**src/rtl/search_result_log_if.sv**
```systemverilog
// Bus between the binary-search engine / user controls and the search result log.
// The master drives search events and user pulses; the slave (the log) returns the viewed entry.
interface search_result_log_if;
    logic       start;
    logic [7:0] key_in;
    logic       done;
    logic [4:0] loc;
    logic       found;
    logic [7:0] cycles;
    logic       next;
    logic       prev;
    logic       clear;
    logic [7:0] rd_key;
    logic [4:0] rd_loc;
    logic       rd_found;
    logic [7:0] rd_cycles;
    logic [2:0] rd_index;
    logic [3:0] count;
    logic       empty;
    logic       full;
    logic [7:0] hit_count;
    logic [7:0] miss_count;

    modport master (
        output start, key_in, done, loc, found, cycles, next, prev, clear,
        input  rd_key, rd_loc, rd_found, rd_cycles, rd_index, count, empty, full,
               hit_count, miss_count
    );

    modport slave (
        input  start, key_in, done, loc, found, cycles, next, prev, clear,
        output rd_key, rd_loc, rd_found, rd_cycles, rd_index, count, empty, full,
               hit_count, miss_count
    );
endinterface

```
**src/rtl/search_result_log.sv**
```systemverilog
// Eight-deep circular log of binary-search results with a browsable view pointer
// and saturating hit/miss totals.
module search_result_log (
    input  logic                  CLOCK_50,
    input  logic                  reset,
    search_result_log_if.slave    bus
);
    typedef struct packed {
        logic [7:0] key;
        logic [4:0] loc;
        logic       found;
        logic [7:0] cycles;
    } entry_t;

    entry_t     mem_q [8];
    logic       done_prev_q;
    logic       pending_q,  pending_d;
    logic [7:0] pend_key_q, pend_key_d;
    logic [2:0] wr_ptr_q,   wr_ptr_d;
    logic [2:0] rd_index_q, rd_index_d;
    logic [3:0] count_q,    count_d;
    logic [7:0] hit_q,      hit_d;
    logic [7:0] miss_q,     miss_d;

    logic       log_ev;
    logic       can_older;
    logic [2:0] rd_ptr;
    entry_t     view;

    // A log needs a fresh done edge and an outstanding start; clear suppresses the write.
    assign log_ev    = bus.done && !done_prev_q && pending_q;
    assign can_older = ({1'b0, rd_index_q} + 4'd1) < count_q;

    always_comb begin
        // NOTE: every next-state signal takes its hold value first so no path leaves it unassigned (no latch).
        pending_d  = pending_q;
        pend_key_d = pend_key_q;
        wr_ptr_d   = wr_ptr_q;
        rd_index_d = rd_index_q;
        count_d    = count_q;
        hit_d      = hit_q;
        miss_d     = miss_q;

        if (bus.clear) begin
            pending_d  = 1'b0;
            wr_ptr_d   = 3'd0;
            rd_index_d = 3'd0;
            count_d    = 4'd0;
            hit_d      = 8'd0;
            miss_d     = 8'd0;
        end else begin
            if (log_ev) begin
                wr_ptr_d   = wr_ptr_q + 3'd1;
                rd_index_d = 3'd0;
                pending_d  = 1'b0;
                if (count_q != 4'd8)
                    count_d = count_q + 4'd1;
                if (bus.found) begin
                    if (hit_q != 8'hFF) hit_d = hit_q + 8'd1;
                end else begin
                    if (miss_q != 8'hFF) miss_d = miss_q + 8'd1;
                end
            end else if (bus.next && !bus.prev) begin
                if (can_older) rd_index_d = rd_index_q + 3'd1;
            end else if (bus.prev && !bus.next) begin
                if (rd_index_q != 3'd0) rd_index_d = rd_index_q - 3'd1;
            end

            // A start coinciding with a log restarts after the old key was consumed.
            if (bus.start) begin
                pending_d  = 1'b1;
                pend_key_d = bus.key_in;
            end
        end
    end

    // NOTE: sequential state uses non-blocking assignments so all registers update from pre-edge values.
    always_ff @(posedge CLOCK_50) begin
        if (reset) begin
            done_prev_q <= 1'b0;
            pending_q   <= 1'b0;
            pend_key_q  <= 8'd0;
            wr_ptr_q    <= 3'd0;
            rd_index_q  <= 3'd0;
            count_q     <= 4'd0;
            hit_q       <= 8'd0;
            miss_q      <= 8'd0;
        end else begin
            done_prev_q <= bus.done;
            pending_q   <= pending_d;
            pend_key_q  <= pend_key_d;
            wr_ptr_q    <= wr_ptr_d;
            rd_index_q  <= rd_index_d;
            count_q     <= count_d;
            hit_q       <= hit_d;
            miss_q      <= miss_d;
        end
    end

    // NOTE: the entry store is deliberately not reset; slots beyond count are never shown.
    always_ff @(posedge CLOCK_50) begin
        if (!reset && log_ev && !bus.clear)
            mem_q[wr_ptr_q] <= '{key: pend_key_q, loc: bus.loc, found: bus.found, cycles: bus.cycles};
    end

    assign rd_ptr = wr_ptr_q - 3'd1 - rd_index_q;
    assign view   = (count_q == 4'd0) ? '0 : mem_q[rd_ptr];

    assign bus.rd_key     = view.key;
    assign bus.rd_loc     = view.loc;
    assign bus.rd_found   = view.found;
    assign bus.rd_cycles  = view.cycles;
    assign bus.rd_index   = rd_index_q;
    assign bus.count      = count_q;
    assign bus.empty      = (count_q == 4'd0);
    assign bus.full       = (count_q == 4'd8);
    assign bus.hit_count  = hit_q;
    assign bus.miss_count = miss_q;
endmodule

```
**src/flat_wrapper.sv**
```systemverilog
// flat-port wrapper written by rule: the top's interface ports become plain ports
module search_result_log_flat 
  (CLOCK_50, reset, bus_start, bus_key_in, bus_done, bus_loc, bus_found, bus_cycles, bus_next, bus_prev, bus_clear, bus_rd_key, bus_rd_loc, bus_rd_found, bus_rd_cycles, bus_rd_index, bus_count, bus_empty, bus_full, bus_hit_count, bus_miss_count);
  search_result_log_if bus_i ();
  input  logic CLOCK_50;
  input  logic reset;
  input wire logic [$bits(bus_i.start)-1:0] bus_start;
  input wire logic [$bits(bus_i.key_in)-1:0] bus_key_in;
  input wire logic [$bits(bus_i.done)-1:0] bus_done;
  input wire logic [$bits(bus_i.loc)-1:0] bus_loc;
  input wire logic [$bits(bus_i.found)-1:0] bus_found;
  input wire logic [$bits(bus_i.cycles)-1:0] bus_cycles;
  input wire logic [$bits(bus_i.next)-1:0] bus_next;
  input wire logic [$bits(bus_i.prev)-1:0] bus_prev;
  input wire logic [$bits(bus_i.clear)-1:0] bus_clear;
  output wire logic [$bits(bus_i.rd_key)-1:0] bus_rd_key;
  output wire logic [$bits(bus_i.rd_loc)-1:0] bus_rd_loc;
  output wire logic [$bits(bus_i.rd_found)-1:0] bus_rd_found;
  output wire logic [$bits(bus_i.rd_cycles)-1:0] bus_rd_cycles;
  output wire logic [$bits(bus_i.rd_index)-1:0] bus_rd_index;
  output wire logic [$bits(bus_i.count)-1:0] bus_count;
  output wire logic [$bits(bus_i.empty)-1:0] bus_empty;
  output wire logic [$bits(bus_i.full)-1:0] bus_full;
  output wire logic [$bits(bus_i.hit_count)-1:0] bus_hit_count;
  output wire logic [$bits(bus_i.miss_count)-1:0] bus_miss_count;
  assign bus_i.start = bus_start;
  assign bus_i.key_in = bus_key_in;
  assign bus_i.done = bus_done;
  assign bus_i.loc = bus_loc;
  assign bus_i.found = bus_found;
  assign bus_i.cycles = bus_cycles;
  assign bus_i.next = bus_next;
  assign bus_i.prev = bus_prev;
  assign bus_i.clear = bus_clear;
  assign bus_rd_key = bus_i.rd_key;
  assign bus_rd_loc = bus_i.rd_loc;
  assign bus_rd_found = bus_i.rd_found;
  assign bus_rd_cycles = bus_i.rd_cycles;
  assign bus_rd_index = bus_i.rd_index;
  assign bus_count = bus_i.count;
  assign bus_empty = bus_i.empty;
  assign bus_full = bus_i.full;
  assign bus_hit_count = bus_i.hit_count;
  assign bus_miss_count = bus_i.miss_count;
  search_result_log u_core (.CLOCK_50(CLOCK_50), .reset(reset), .bus(bus_i));
endmodule
```
**config.mk**
```make
export PLATFORM = sky130hd
export DESIGN_NAME = search_result_log_flat
export DESIGN_NICKNAME = d
export VERILOG_FILES = /design/src/rtl/search_result_log_if.sv /design/src/rtl/search_result_log.sv /design/src/flat_wrapper.sv
export SDC_FILE = /design/constraint.sdc
export NUM_CORES = 1
export LEC_CHECK = 0
export ABC_AREA = 1
export CORE_MARGIN = 4
export CORE_UTILIZATION = 45
export DETAILED_ROUTE_END_ITERATION = 7
export PLACE_DENSITY = 0.64
export SETUP_SLACK_MARGIN = 0.2
export SYNTH_ARGS = -nofsm -noshare
export SYNTH_HDL_FRONTEND = slang
export SYNTH_SLANG_ARGS = --single-unit
```
**constraint.sdc**
```tcl
create_clock -name CLOCK_50 -period 3.5 [get_ports CLOCK_50]
set_input_delay 0.35 -clock CLOCK_50 [delete_from_list [all_inputs] [get_ports CLOCK_50]]
set_output_delay 0.35 -clock CLOCK_50 [all_outputs]
set_load 0.01 [all_outputs]
```
; After elaboration in Yosys (flattened, before gate mapping)
; Memories as Yosys holds them, arrays and structs flattened.
; Cells that the tools add are included.
[classes]
eq_ne = 5
muxes = 9
order_cmp = 1
addsub = 9
reduce_logical = 23
bitwise_logic = 2
[op_table]
columns = cell, count
row1 = 22-bit 2-to-1 mux, 1
row2 = 8-bit by 1-bit adder with 8-bit output (second input constant), 2
row3 = 8-bit inequality test (second input constant), 2
row4 = 3-bit 2-to-1 mux, 4
row5 = 3-bit AND reduction, 3
row6 = 3-bit by 1-bit adder with 3-bit output (second input constant), 2
row7 = 1-bit logical AND, 6
row8 = 2-bit nonzero test, 3
row9 = 3-bit by 1-bit subtractor with 3-bit output (second input constant), 2
row10 = 1-bit logical NOT, 5
row11 = 3-bit by 1-bit adder with 4-bit output (second input constant), 1
row12 = 4-bit by 1-bit adder with 4-bit output (second input constant), 1
row13 = 4-bit == test (second input constant), 1
row14 = 4-bit logical NOT, 1
row15 = 4-bit less-than comparator, 1
row16 = 1-bit 2-to-1 mux, 4
row17 = 4-bit inequality test (second input constant), 1
row18 = 2-bit AND reduction, 2
row19 = 3-bit nonzero test, 1
row20 = 3-bit OR reduction, 1
row21 = 3-bit subtractor, 1
row22 = 2-bit by 1-bit inequality test with 1-bit output (second input constant), 1
row23 = 1-bit NOT, 2
row24 = 2-bit OR reduction, 1
[totals]
in_bits = 29
reg_bits = 36
n_memories = 1
mem_bits_rw = 176
wordCells = 58
[mem_list]
columns = name, words, width, read_ports, rd_clocked_by_memory_dff, wr, line_no
row1 = u_core.mem_q, 8, 22, 1, 0, 1, search_result_log.sv:15  ; entry_t mem_q [8];

; Depth between registers and ports, before layout
; Gate-level depths: netlist (run 1).
[logic_depth]
word_depth = 7
mapped_depth = 11
depth_no_buf = 10

; Worst setup path before layout (run 1)
; OpenSTA, ideal clock, no wires.
[synth_timing]
kind = input-to-reg
start = in reset
end = mem u_core.mem_q[0][0] (netlist name) (enable)
cell_stages = 6
t_arrival_ps = 2600
setup_time_ps = 429
setup_slack_ps = 472
t_required_ps = 3071
cell_sequence = buf_2 > nor2_2 > inv_2 > nor2_1 > nand2_1 > nor3_1
[synth_via]
elab_chain_cells = 5
[synth_lines]
columns = item, line_no
row1 = "start, declared", flat_wrapper.sv:6  ; input logic reset;
row2 = 1-bit logical NOT, search_result_log.sv:102  ; if (!reset && log_ev && !bus.clear)
row3 = 1-bit logical AND (2 in series), search_result_log.sv:102
row4 = 1-bit 2-to-1 mux, search_result_log.sv:102
row5 = 1-bit 2-to-1 mux (not written as such), search_result_log.sv:103  ; mem_q[wr_ptr_q] <= '{key: pend_key_q, loc: bus.loc, found: bus.found, cycles: bus.cycles};
row6 = "end, declared", search_result_log.sv:15
; No other way between the ends.

; Worst setup path after layout (run 1)
[layout_timing]
start = reg u_core.rd_index_q[0] (netlist: u_core.bus.rd_index[0])
end = out bus_rd_key[7]
[layout_via]
elab_chain_cells = 3
[layout_lines]
columns = item, line_no
row1 = "start, declared", search_result_log.sv:20  ; logic [2:0] rd_index_q, rd_index_d;
row2 = "start signal, assigned", search_result_log.sv:93  ; rd_index_q <= rd_index_d;
row3 = 3-bit subtractor, search_result_log.sv:106  ; assign rd_ptr = wr_ptr_q - 3'd1 - rd_index_q;
row4 = memory read 8 x 22 bit, n/a
row5 = 22-bit 2-to-1 mux, search_result_log.sv:107  ; assign view = (count_q == 4'd0) ? '0 : mem_q[rd_ptr];
row6 = "end, declared", flat_wrapper.sv:16  ; output wire logic [$bits(bus_i.rd_key)-1:0] bus_rd_key;
; No other way between the ends.

==> impl_metrics.toml, run 1 <==
[yosys]
netlist_area_mm2 = 0.00895
yosys.area_share.adder_pct = 1.98
synth_seq_cells = 212
synth_xor_area_share_pct = 0.587
yosysSeqAreaShare_pct = 67.1
synth_compound_area_share_pct = 6.16
syn_nets = 904
ys_warn_count = 0
syn_area_per_cell_um2 = 10.4
synth.area.mux_share_pct = 0
syn_inst = 862
yosys.area_share.simple_pct = 19.9
yosysUniqueCellTypes = 29
synth_top_family_by_area = "simple AND/OR/NAND/NOR gates"

[sta]
relSlewSlack_pct = 61.6
rsz0062_at_grt = "no"
finClkSkew_ns = 0.00945
timing.fmax_ghz = 0.319
timing.final.hold_violations = 0
drv_slew = 0
post-route-period-util_pct = 89.7
holdWs_ns = 0.414
worst_pin_slew_ns = 0.574
finalSetupViolations = 0
min_period_ns = 3.14
fin_tns_setup_ns = 0

[floorplanning]
initial_utilization_pct = 45.8
floorplan.die.width_um = 149
core_area_mm2 = 0.0195
placementRows = 51
die_area_mm2 = 0.0222
io_pins = 76
die_h_um = 149

[detailed_routing]
wirelength_um = 20400
postRouteAntennaNets = 0
wl_per_cell_um = 16.5
drc = 0
dr.pass1.iters = 5
vias = 6303
drtIter0Drc = 382
vias_per_cell = 5.12

[clock_tree]
cts_buffer_depth = 3
cts_made_buffers = 22
clkTransAtPathRegs_ns = 0.06
cts_sinks = 212
cts.htree.levels = 1
cts-root-buf = "clkbuf_16"
clk_latency_ns = 0.50
cts_tree = "done"
postCtsHoldBufs = 0

[worst_hold_path]
whs_path_depth = 3
hp-class = "in -> reg"
holdPathEnd = "u_core.pend_key_q[6]$_SDFFE_PP0P_"
hp-start = "bus_key_in[6]"

[setup_path]
reg2reg_slack_ns = 1.67
rr_worst_depth = 5
cpMaxStageDelayCell = "fa_2"
critPathMaxStageDelay_ns = 0.48
crit_path_cell_trace = "inv_1, ha_2, fa_2, buf_4, bufbuf_16, nand3_1, nand2_1, nand2_1, nand2_1, nor2_1, dlygate4sd2_1"
crit_type = "reg -> out"
cp_common_cell = "nand2_1"
worstPathRequired_ns = 3.15
rr_startpoint = "u_core.pending_q$_SDFFE_PP0P_"
r2r_end = "u_core.mem_q[7][5]$_DFFE_PP_"
cp-start-kind = "flop"
crit_fanout = 22
critical_path_arrival_ns = 2.79
critical_path.endpoint_type = "output port"

[final_layout]
syn2layout_area_growth_pct = 21.8
fin_nets = 993
drive_gt1_share_pct = 8.38
antennaDiodeCount = 0

[pwr]
total_power_mw = 5.28
p_per_area_mw_per_mm2 = 485
leakage_nw = 4.04
vdd_drop_max_uv = 315

[run]
maxCapViolCount = 0

[placed_design]
io_buffers = 75
gp_congestion = 0.804
dpl.hpwl_um = 10900

[global_routing]
grt_pass1_vias = 6003
grt_start_max_net_pins = 89
grt_pass1_wl_um = 32200
antenna_found_initial = 0
grt.total_usage_pct = 18.3
grt-ovfl-total = 0

[status]
status = "finished clean"
Yosys cell counts:
master	count	area [µm²]
inv_1	45	169
nand2b_4	1	13.8
o22ai_1	22	138
a21oi_1	24	120
a21oi_2	1	8.76
nand2_2	2	12.5
buf_6	4	45.0
o21ai_0	57	285
fa_1	2	40.0
nor3_1	13	65.1
inv_2	3	11.3
nand3_1	60	300
nand2_1	240	901
clkbuf_1	20	75.1
dfxtp_1	36	721
nand3b_1	1	7.51
xor2_1	6	52.6
buf_4	1	7.51
buf_8	1	15.0
nand4_1	2	12.5
nand3_2	1	10.0
nor2_1	119	447
edfxtp_1	176	5290
and2b_1	1	7.51
ha_1	11	138
clkinv_1	1	3.75
buf_1	1	3.75
nor2_2	1	6.26
buf_2	10	50.1
flip-flops by register name, indices dropped and copies added, names as in the netlist:
signal	count
u_core.mem_q	176
u_core.bus.hit_count	8
u_core.done_prev_q	1
u_core.bus.miss_count	8
u_core.bus.count	4
u_core.bus.rd_index	3
u_core.wr_ptr_q	3
u_core.pending_q	1
u_core.pend_key_q	8
routing by layer:
layer / vias to the layer above / share of wire, % / GRT usage [%]
met3: 19 / 6.1 / 2.73
met4: 0 / 1.3 / 3.98
li1: 3119 / - / -
met1: 2976 / 45 / 25.7
met5: - / 0 / 0
met2: 189 / 48 / 30.7
timing repair:
item,in CTS,in global routing
buffers inserted,2,0
pin swaps,1,0
endpoints found under the setup margin,22,1
cloned,5,0
resized for setup,25,2
worst max path at each step:
stage                                                    from                            to  slack (ns)  cells after the start
after global routing      u_core.bus.rd_index[0]$_SDFFE_PP0P_                 bus_rd_key[7]        0.22                     10
after CTS                 u_core.bus.rd_index[0]$_SDFFE_PP0P_                 bus_rd_key[6]        0.07                     10
final                     u_core.bus.rd_index[0]$_SDFFE_PP0P_                 bus_rd_key[7]        0.36                     11
after detailed placement  u_core.bus.rd_index[0]$_SDFFE_PP0P_                 bus_rd_key[6]        0.61                      9
after global placement    u_core.bus.rd_index[0]$_SDFFE_PP0P_                 bus_rd_key[6]        0.63                      9
after floorplan                                         reset  u_core.mem_q[0][0]$_DFFE_PP_        0.47                      6
power by group:
group / switching [mW] / internal [mW] / total (mW)
logic: 0.0944 / 0.0666 / 0.161
clock network: 0.919 / 1.46 / 2.38
registers: 0.0119 / 2.73 / 2.75
cell usage in the layout (no fill, tap or decap), types with 23 or more instances in the layout:
cell,count
inv_1,45
nand3_1,59
clkbuf_16,23
edfxtp_1,176
nand2_1,240
o21ai_0,57
nor2_1,116
a21oi_1,24
clkdlybuf4s50_1,53
dfxtp_1,36
cell type report:
cell class	count	area, µm²
clock buffers	35	671
multi-input cells	568	2660
inverters	49	184
well taps	265	332
repair buffers	98	975
fillers	1723	8620
clock inverters	5	77.6
flip-flops and latches	212	6010
kinds of logic (layout without fill, tap and decap cells):
| kind of cell | after synthesis | count (layout) |
|---|---|---|
| compound gates | 104 | 104 |
| fa+ha+maj | 13 | 13 |
| buf+inv | 86 | 187 |
| flops | 212 | 212 |
| xor+xnor | 6 | 6 |
| simple gates | 441 | 445 |
worst max-delay path: cells and delay by family (launching register included):
kind | cells | cell delay [ns]
DFF | 1 | 0.32
buffers and inverters | 4 | 0.84
and+or+nand+nor | 5 | 0.45
adders and majority gates | 2 | 0.68
through the flow:
| step | setup slack (ns) | cell area, µm² | instances | util [%] |
|---|---|---|---|---|
| floorplan | 0.472 | 8950 | 862 | - |
| global placement | 0.628 | 10100 | 1185 | 51.6 |
| detailed placement | 0.609 | 10100 | 1185 | 51.6 |
| CTS | 0.0651 | 10900 | 1232 | 55.8 |
| global route | 0.222 | 10900 | 1232 | 55.8 |
| finish | 0.362 | 10900 | 1232 | 55.8 |
Power figures use the tool's default switching activity.
==> run 2, diff against run 1 <==
Settings changed: CELL_PAD_IN_SITES_DETAIL_PLACEMENT set to 1, CELL_PAD_IN_SITES_GLOBAL_PLACEMENT set to 1, PLACE_DENSITY 0.64 to 0.77.
==> run 2 against run 1 <==
Register-to-register slack worse by 0.10 ns. Cell area hardly changed. First-iteration DRC count is 34% higher. Non-clock buffer count is 2 higher. Highest routed layer unchanged. Critical endpoint is now bus_rd_key[5]. Cell count is 0.24% lower. Combinational power is 6% higher. Sequential power hardly changed. Critical path type unchanged. Total power is 1.4% lower. Wire length is 23% higher.
==> impl_metrics.toml, run 2 (synthesized netlist as in run 1, its figures left out) <==
[status]
status = "finished clean"

[final_layout]
regMostFlops = "u_core.mem_q"
antennaDiodeCount = 0
final_common_cell = "nand2_1"
final_cell_mix = "240 x nand2_1, 176 x edfxtp_1, 115 x nor2_1, 59 x nand3_1, 57 x o21ai_0"
fin_util_pct = 55.8
fin_nets = 993
syn2layout_area_growth_pct = 21.8
instances_no_fill = 1229
drive_gt1_share_pct = 8.82
num-fill-cells = 2145
largest_reg_flops = 176

[detailed_routing]
vias = 6690
wirelength_um = 25000
postRouteAntennaNets = 0
drtIter0Drc = 511
drc = 0
wl_per_cell_um = 20.3
dr.pass1.iters = 5
vias_per_cell = 5.44

[setup_path]
rr_worst_depth = 10
critPathMaxStageDelay_ns = 0.63
crit_type = "reg -> out"
critical_path_arrival_ns = 3.00
crit_fanout = 22
reg2reg_slack_ns = 1.57
cp-start-kind = "flop"
cpMaxStageDelayCell = "fa_2"
r2r_end = "u_core.bus.rd_index[0]$_SDFFE_PP0P_"
worstPathRequired_ns = 3.15
cp_common_cell = "nor2_1"
critPathBufInv = 3
critical_path.endpoint_type = "output port"
crit_path_cell_trace = "inv_2, ha_2, fa_2, buf_12, o21ai_0, o22ai_1, nor2_1, nor2_1, clkdlybuf4s50_1"
rr_startpoint = "u_core.bus.rd_index[2]$_SDFFE_PP0P_"
cp_top_family = "adder cells"

[clock_tree]
cts.htree.levels = 1
cts_made_buffers = 22
cts-root-buf = "clkbuf_16"
cts_tree = "done"
clkTransAtPathRegs_ns = 0.06
cts_sinks = 212
cts_buffer_depth = 3
clk_latency_ns = 0.50

[global_routing]
antenna_found_initial = 0
grt_pass1_vias = 7187
grt_pass1_wl_um = 38900
grt-ovfl-total = 0
grt.total_usage_pct = 22.6
grt_start_max_net_pins = 37

[run]
maxCapViolCount = 0

[pwr]
seqPwrFrac_pct = 52.7
total_power_mw = 5.21
swShare_pct = 20.4
p_per_area_mw_per_mm2 = 478
leakage_nw = 4.09
clock_power_share_pct = 44.0
vdd_drop_max_uv = 303
intPower_mw = 4.15
p_sw_mw = 1.06
power_frac_comb_pct = 3.3

[worst_hold_path]
hp-start = "bus_key_in[2]"
holdPathEnd = "u_core.pend_key_q[2]$_SDFFE_PP0P_"
hp-class = "in -> reg"
whs_path_depth = 3

[sta]
drv_slew = 0
worst_pin_slew_ns = 0.610
holdWs_ns = 0.420
min_period_ns = 3.35
post-route-period-util_pct = 95.7
fin_tns_setup_ns = 0
timing.fmax_ghz = 0.299
finalSetupViolations = 0
relSlewSlack_pct = 59.3
timing.final.hold_violations = 0
finClkSkew_ns = 0.0191
rsz0062_at_grt = "yes"

[floorplanning]
io_pins = 76
die_h_um = 149
initial_utilization_pct = 45.8
floorplan.die.width_um = 149
core_area_mm2 = 0.0195
die_area_mm2 = 0.0222
placementRows = 51

[placed_design]
dpl.hpwl_um = 13500
dpl.cell_count = 1185
io_buffers = 75
gp_congestion = 0.742
[run 2: worst register-to-register path: stages (launching register included)]
cell	delay [ns]
dfxtp_1	0.47
inv_1	0.16
nor3_1	0.27
ha_1	0.29
nand2_1	0.07
nand2_1	0.05
nor2_1	0.08
nand2_1	0.11
nand2_1	0.13
nand2_1	0.08
a21oi_1	0.13
[run 2: metal layers]
metal | share of wire [%] | global-route usage [%] | up-vias
met3 | 6.0 | 3.77 | 41
met2 | 51 | 39.9 | 234
met5 | 0 | 0 | -
li1 | - | - | 3108
met4 | 2.0 | 7.05 | 0
met1 | 41 | 28.6 | 3307
[run 2: how the worst max path moves through the flow]
| stage | cells past startpoint | slack, ns | startpoint | to |
|---|---|---|---|---|
| global placement | 9 | 0.60 | u_core.bus.rd_index[0]$_SDFFE_PP0P_ | bus_rd_cycles[0] |
| global route | 10 | -0.01 | u_core.bus.rd_index[0]$_SDFFE_PP0P_ | bus_rd_key[5] |
| detailed placement | 11 | 0.55 | u_core.bus.rd_index[0]$_SDFFE_PP0P_ | bus_rd_key[6] |
| CTS | 11 | 0.04 | u_core.bus.rd_index[0]$_SDFFE_PP0P_ | bus_rd_cycles[3] |
| floorplan | 6 | 0.47 | reset | u_core.mem_q[0][0]$_DFFE_PP_ |
| finish | 9 | 0.15 | u_core.bus.rd_index[0]$_SDFFE_PP0P_ | bus_rd_key[5] |
[run 2: cell type report]
type	count	area (µm²)	share of cell area [%]
clock buffer	28	594	5.45
clock inverter	9	98.8	0.907
inverter	49	186	1.71
multi-input combinational	566	2640	24.2
sequential	212	6010	55.1
tap	265	332	3.04
timing repair buffer	100	1040	9.56
[run 2: timing repair]
item / in CTS / in global routing
buffers inserted: 1 / 1
setup endpoints to repair: 22 / 22
hold buffers: 0 / 0
pin swaps: 0 / 0
resized for setup: 20 / 18
gates cloned: 4 / 1
[run 2: stage by stage]
| step | cell area [µm²] | worst slack [ns] |
|---|---|---|
| floorplan | 8950 | 0.472 |
| global placement | 10100 | 0.604 |
| detailed placement | 10100 | 0.548 |
| CTS | 10900 | 0.0405 |
| global route | 10900 | -0.0109 |
| finish | 10900 | 0.150 |
[run 2: power by group through the flow]
stage	Sequential (mW)	Combinational [mW]	Clock, mW
5_1_grt	2.75	0.189	2.44
3_3_place_gp	2.80	0.157	0
6_report	2.75	0.171	2.29
2_1_floorplan	2.80	0.0754	0
4_1_cts	2.75	0.170	2.30
3_5_place_dp	2.80	0.162	0
==> run 3, diff against run 2 <==
Settings changed: REMOVE_ABC_BUFFERS set to 1.
==> run 3 against run 2 <==
Wire length down 4.6%. Total power decreased by 0.31%. Sequential power barely moved. Fmax up 1.7%. Largest cell class unchanged. Global-route usage decreased by 1.4 points. Critical endpoint is now bus_rd_loc[4]. Cell count increased by 0.57%. Clock skew fell by 0.0044 ns. Critical path depth unchanged. Worst setup slack better by 0.055 ns.
==> impl_metrics.toml, run 3 (synthesized netlist as in run 1, its figures left out) <==
[status]
status = "finished clean"

[clock_tree]
cts.htree.levels = 1
postCtsHoldBufs = 0
clkTransAtPathRegs_ns = 0.06
cts_buffer_depth = 3
cts_tree = "done"
cts-root-buf = "clkbuf_16"
cts_sinks = 212
clk_latency_ns = 0.50
cts_made_buffers = 23

[setup_path]
worstPathRequired_ns = 3.15
critical_path_arrival_ns = 2.94
crit_path_cell_trace = "inv_1, ha_2, fa_2, inv_1, nand3_2, nand2b_4, nor2_1, nor2_1, clkdlybuf4s50_1"
r2r_end = "u_core.bus.rd_index[0]$_SDFFE_PP0P_"
crit_fanout = 11
crit_type = "reg -> out"
critPathMaxStageDelay_ns = 0.53
cpMaxStageDelayCell = "clkdlybuf4s50_1"
critical_path.endpoint_type = "output port"
cp-start-kind = "flop"
rr_worst_depth = 10
rr_startpoint = "u_core.bus.rd_index[2]$_SDFFE_PP0P_"
reg2reg_slack_ns = 1.62

[final_layout]
largest_reg_flops = 176
antennaDiodeCount = 0
num-fill-cells = 2166
instances_no_fill = 1236
regMostFlops = "u_core.mem_q"
final_common_cell = "nand2_1"
fin_nets = 996
fin_util_pct = 56.1
drive_gt1_share_pct = 9.06
final_cell_mix = "240 x nand2_1, 176 x edfxtp_1, 115 x nor2_1, 59 x nand3_1, 57 x o21ai_0"
syn2layout_area_growth_pct = 22.3

[sta]
drv_slew = 0
rsz0062_at_grt = "yes"
timing.final.hold_violations = 0
worst_pin_slew_ns = 0.482
relSlewSlack_pct = 67.8
timing.fmax_ghz = 0.303
finalSetupViolations = 0
finClkSkew_ns = 0.0147
post-route-period-util_pct = 94.1
min_period_ns = 3.29
holdWs_ns = 0.402
fin_tns_setup_ns = 0

[pwr]
p_sw_mw = 1.05
leakage_nw = 4.10
clock_power_share_pct = 43.9
power_frac_comb_pct = 3.2
p_per_area_mw_per_mm2 = 475
seqPwrFrac_pct = 52.9
swShare_pct = 20.3
intPower_mw = 4.14
total_power_mw = 5.20
vdd_drop_max_uv = 337

[detailed_routing]
dr.pass1.iters = 5
drc = 0
postRouteAntennaNets = 0
wirelength_um = 23800
vias_per_cell = 5.32
wl_per_cell_um = 19.3
drtIter0Drc = 487
vias = 6581

[global_routing]
grt_start_max_net_pins = 89
grt_pass1_wl_um = 37200
grt.total_usage_pct = 21.2
grt-ovfl-total = 0
grt_pass1_vias = 7001
antenna_found_initial = 0

[floorplanning]
die_h_um = 149
floorplan.die.width_um = 149
io_pins = 76
core_area_mm2 = 0.0195
initial_utilization_pct = 45.8
die_area_mm2 = 0.0222
placementRows = 51

[placed_design]
dpl.hpwl_um = 13900
gp_congestion = 0.759
dpl.cell_count = 1189
io_buffers = 75

[run]
maxCapViolCount = 0

[worst_hold_path]
hp-start = "bus_key_in[3]"
whs_path_depth = 3
hp-class = "in -> reg"
holdPathEnd = "u_core.pend_key_q[3]$_SDFFE_PP0P_"
==> run 3: what timing repair did <==
action | CTS | global route
resized for setup | 17 | 19
setup endpoints to repair | 22 | 22
buffers inserted | 1 | 0
cloned | 2 | 3
pin swaps | 1 | 1
==> run 3: worst max path at each step <==
| stage | from | to | slack, ns | cells after the start |
|---|---|---|---|---|
| floorplan | u_core.bus.rd_index[0]$_SDFFE_PP0P_ | bus_rd_cycles[0] | -0.27 | 9 |
| global placement | u_core.bus.rd_index[0]$_SDFFE_PP0P_ | bus_rd_key[6] | 0.62 | 11 |
| detailed placement | u_core.bus.rd_index[0]$_SDFFE_PP0P_ | bus_rd_key[6] | 0.57 | 9 |
| CTS | u_core.bus.rd_index[0]$_SDFFE_PP0P_ | bus_rd_found | 0.04 | 9 |
| global route | u_core.bus.rd_index[0]$_SDFFE_PP0P_ | bus_rd_loc[4] | 0.02 | 9 |
| finish | u_core.bus.rd_index[0]$_SDFFE_PP0P_ | bus_rd_loc[4] | 0.21 | 9 |
==> run 3: cell type report <==
cell class	instances	area, µm²	area share, %
tap	265	332	3.03
multi-input combinational	567	2650	24.2
clock inverter	12	82.6	0.754
clock buffer	30	632	5.77
inverter	49	186	1.70
sequential	212	6010	54.9
timing repair buffer	101	1060	9.65
==> run 3: power by group through the flow <==
stage                     combinational, mW  sequential (mW)  clock [mW]
after CTS                             0.169             2.75        2.32
after floorplan                      0.0683             2.80           0
final                                 0.168             2.75        2.28
after detailed placement              0.164             2.80           0
after global placement                0.159             2.80           0
after global routing                  0.185             2.75        2.46
==> run 3: through the flow <==
stage / area (µm²) / setup slack (ns)
after floorplan: 8750 / -0.270
after global placement: 10100 / 0.618
after detailed placement: 10100 / 0.573
after CTS: 10900 / 0.0384
after global routing: 10900 / 0.0235
final: 10900 / 0.205
==> run 3: per-layer routing <==
layer	global-route usage, %	share of wire, %
met1	27.6	43
met2	37.8	51
met3	3.04	4.5
met4	4.85	1.8
met5	0	0
==> run 3: worst max-delay path: cells and delay by family, from the launching register on <==
| family | cells | cell delay (ns) |
|---|---|---|
| buffers and inverters | 3 | 0.72 |
| and+or+nand+nor | 4 | 0.82 |
| adders and majority gates | 2 | 0.57 |
| DFF | 1 | 0.33 |
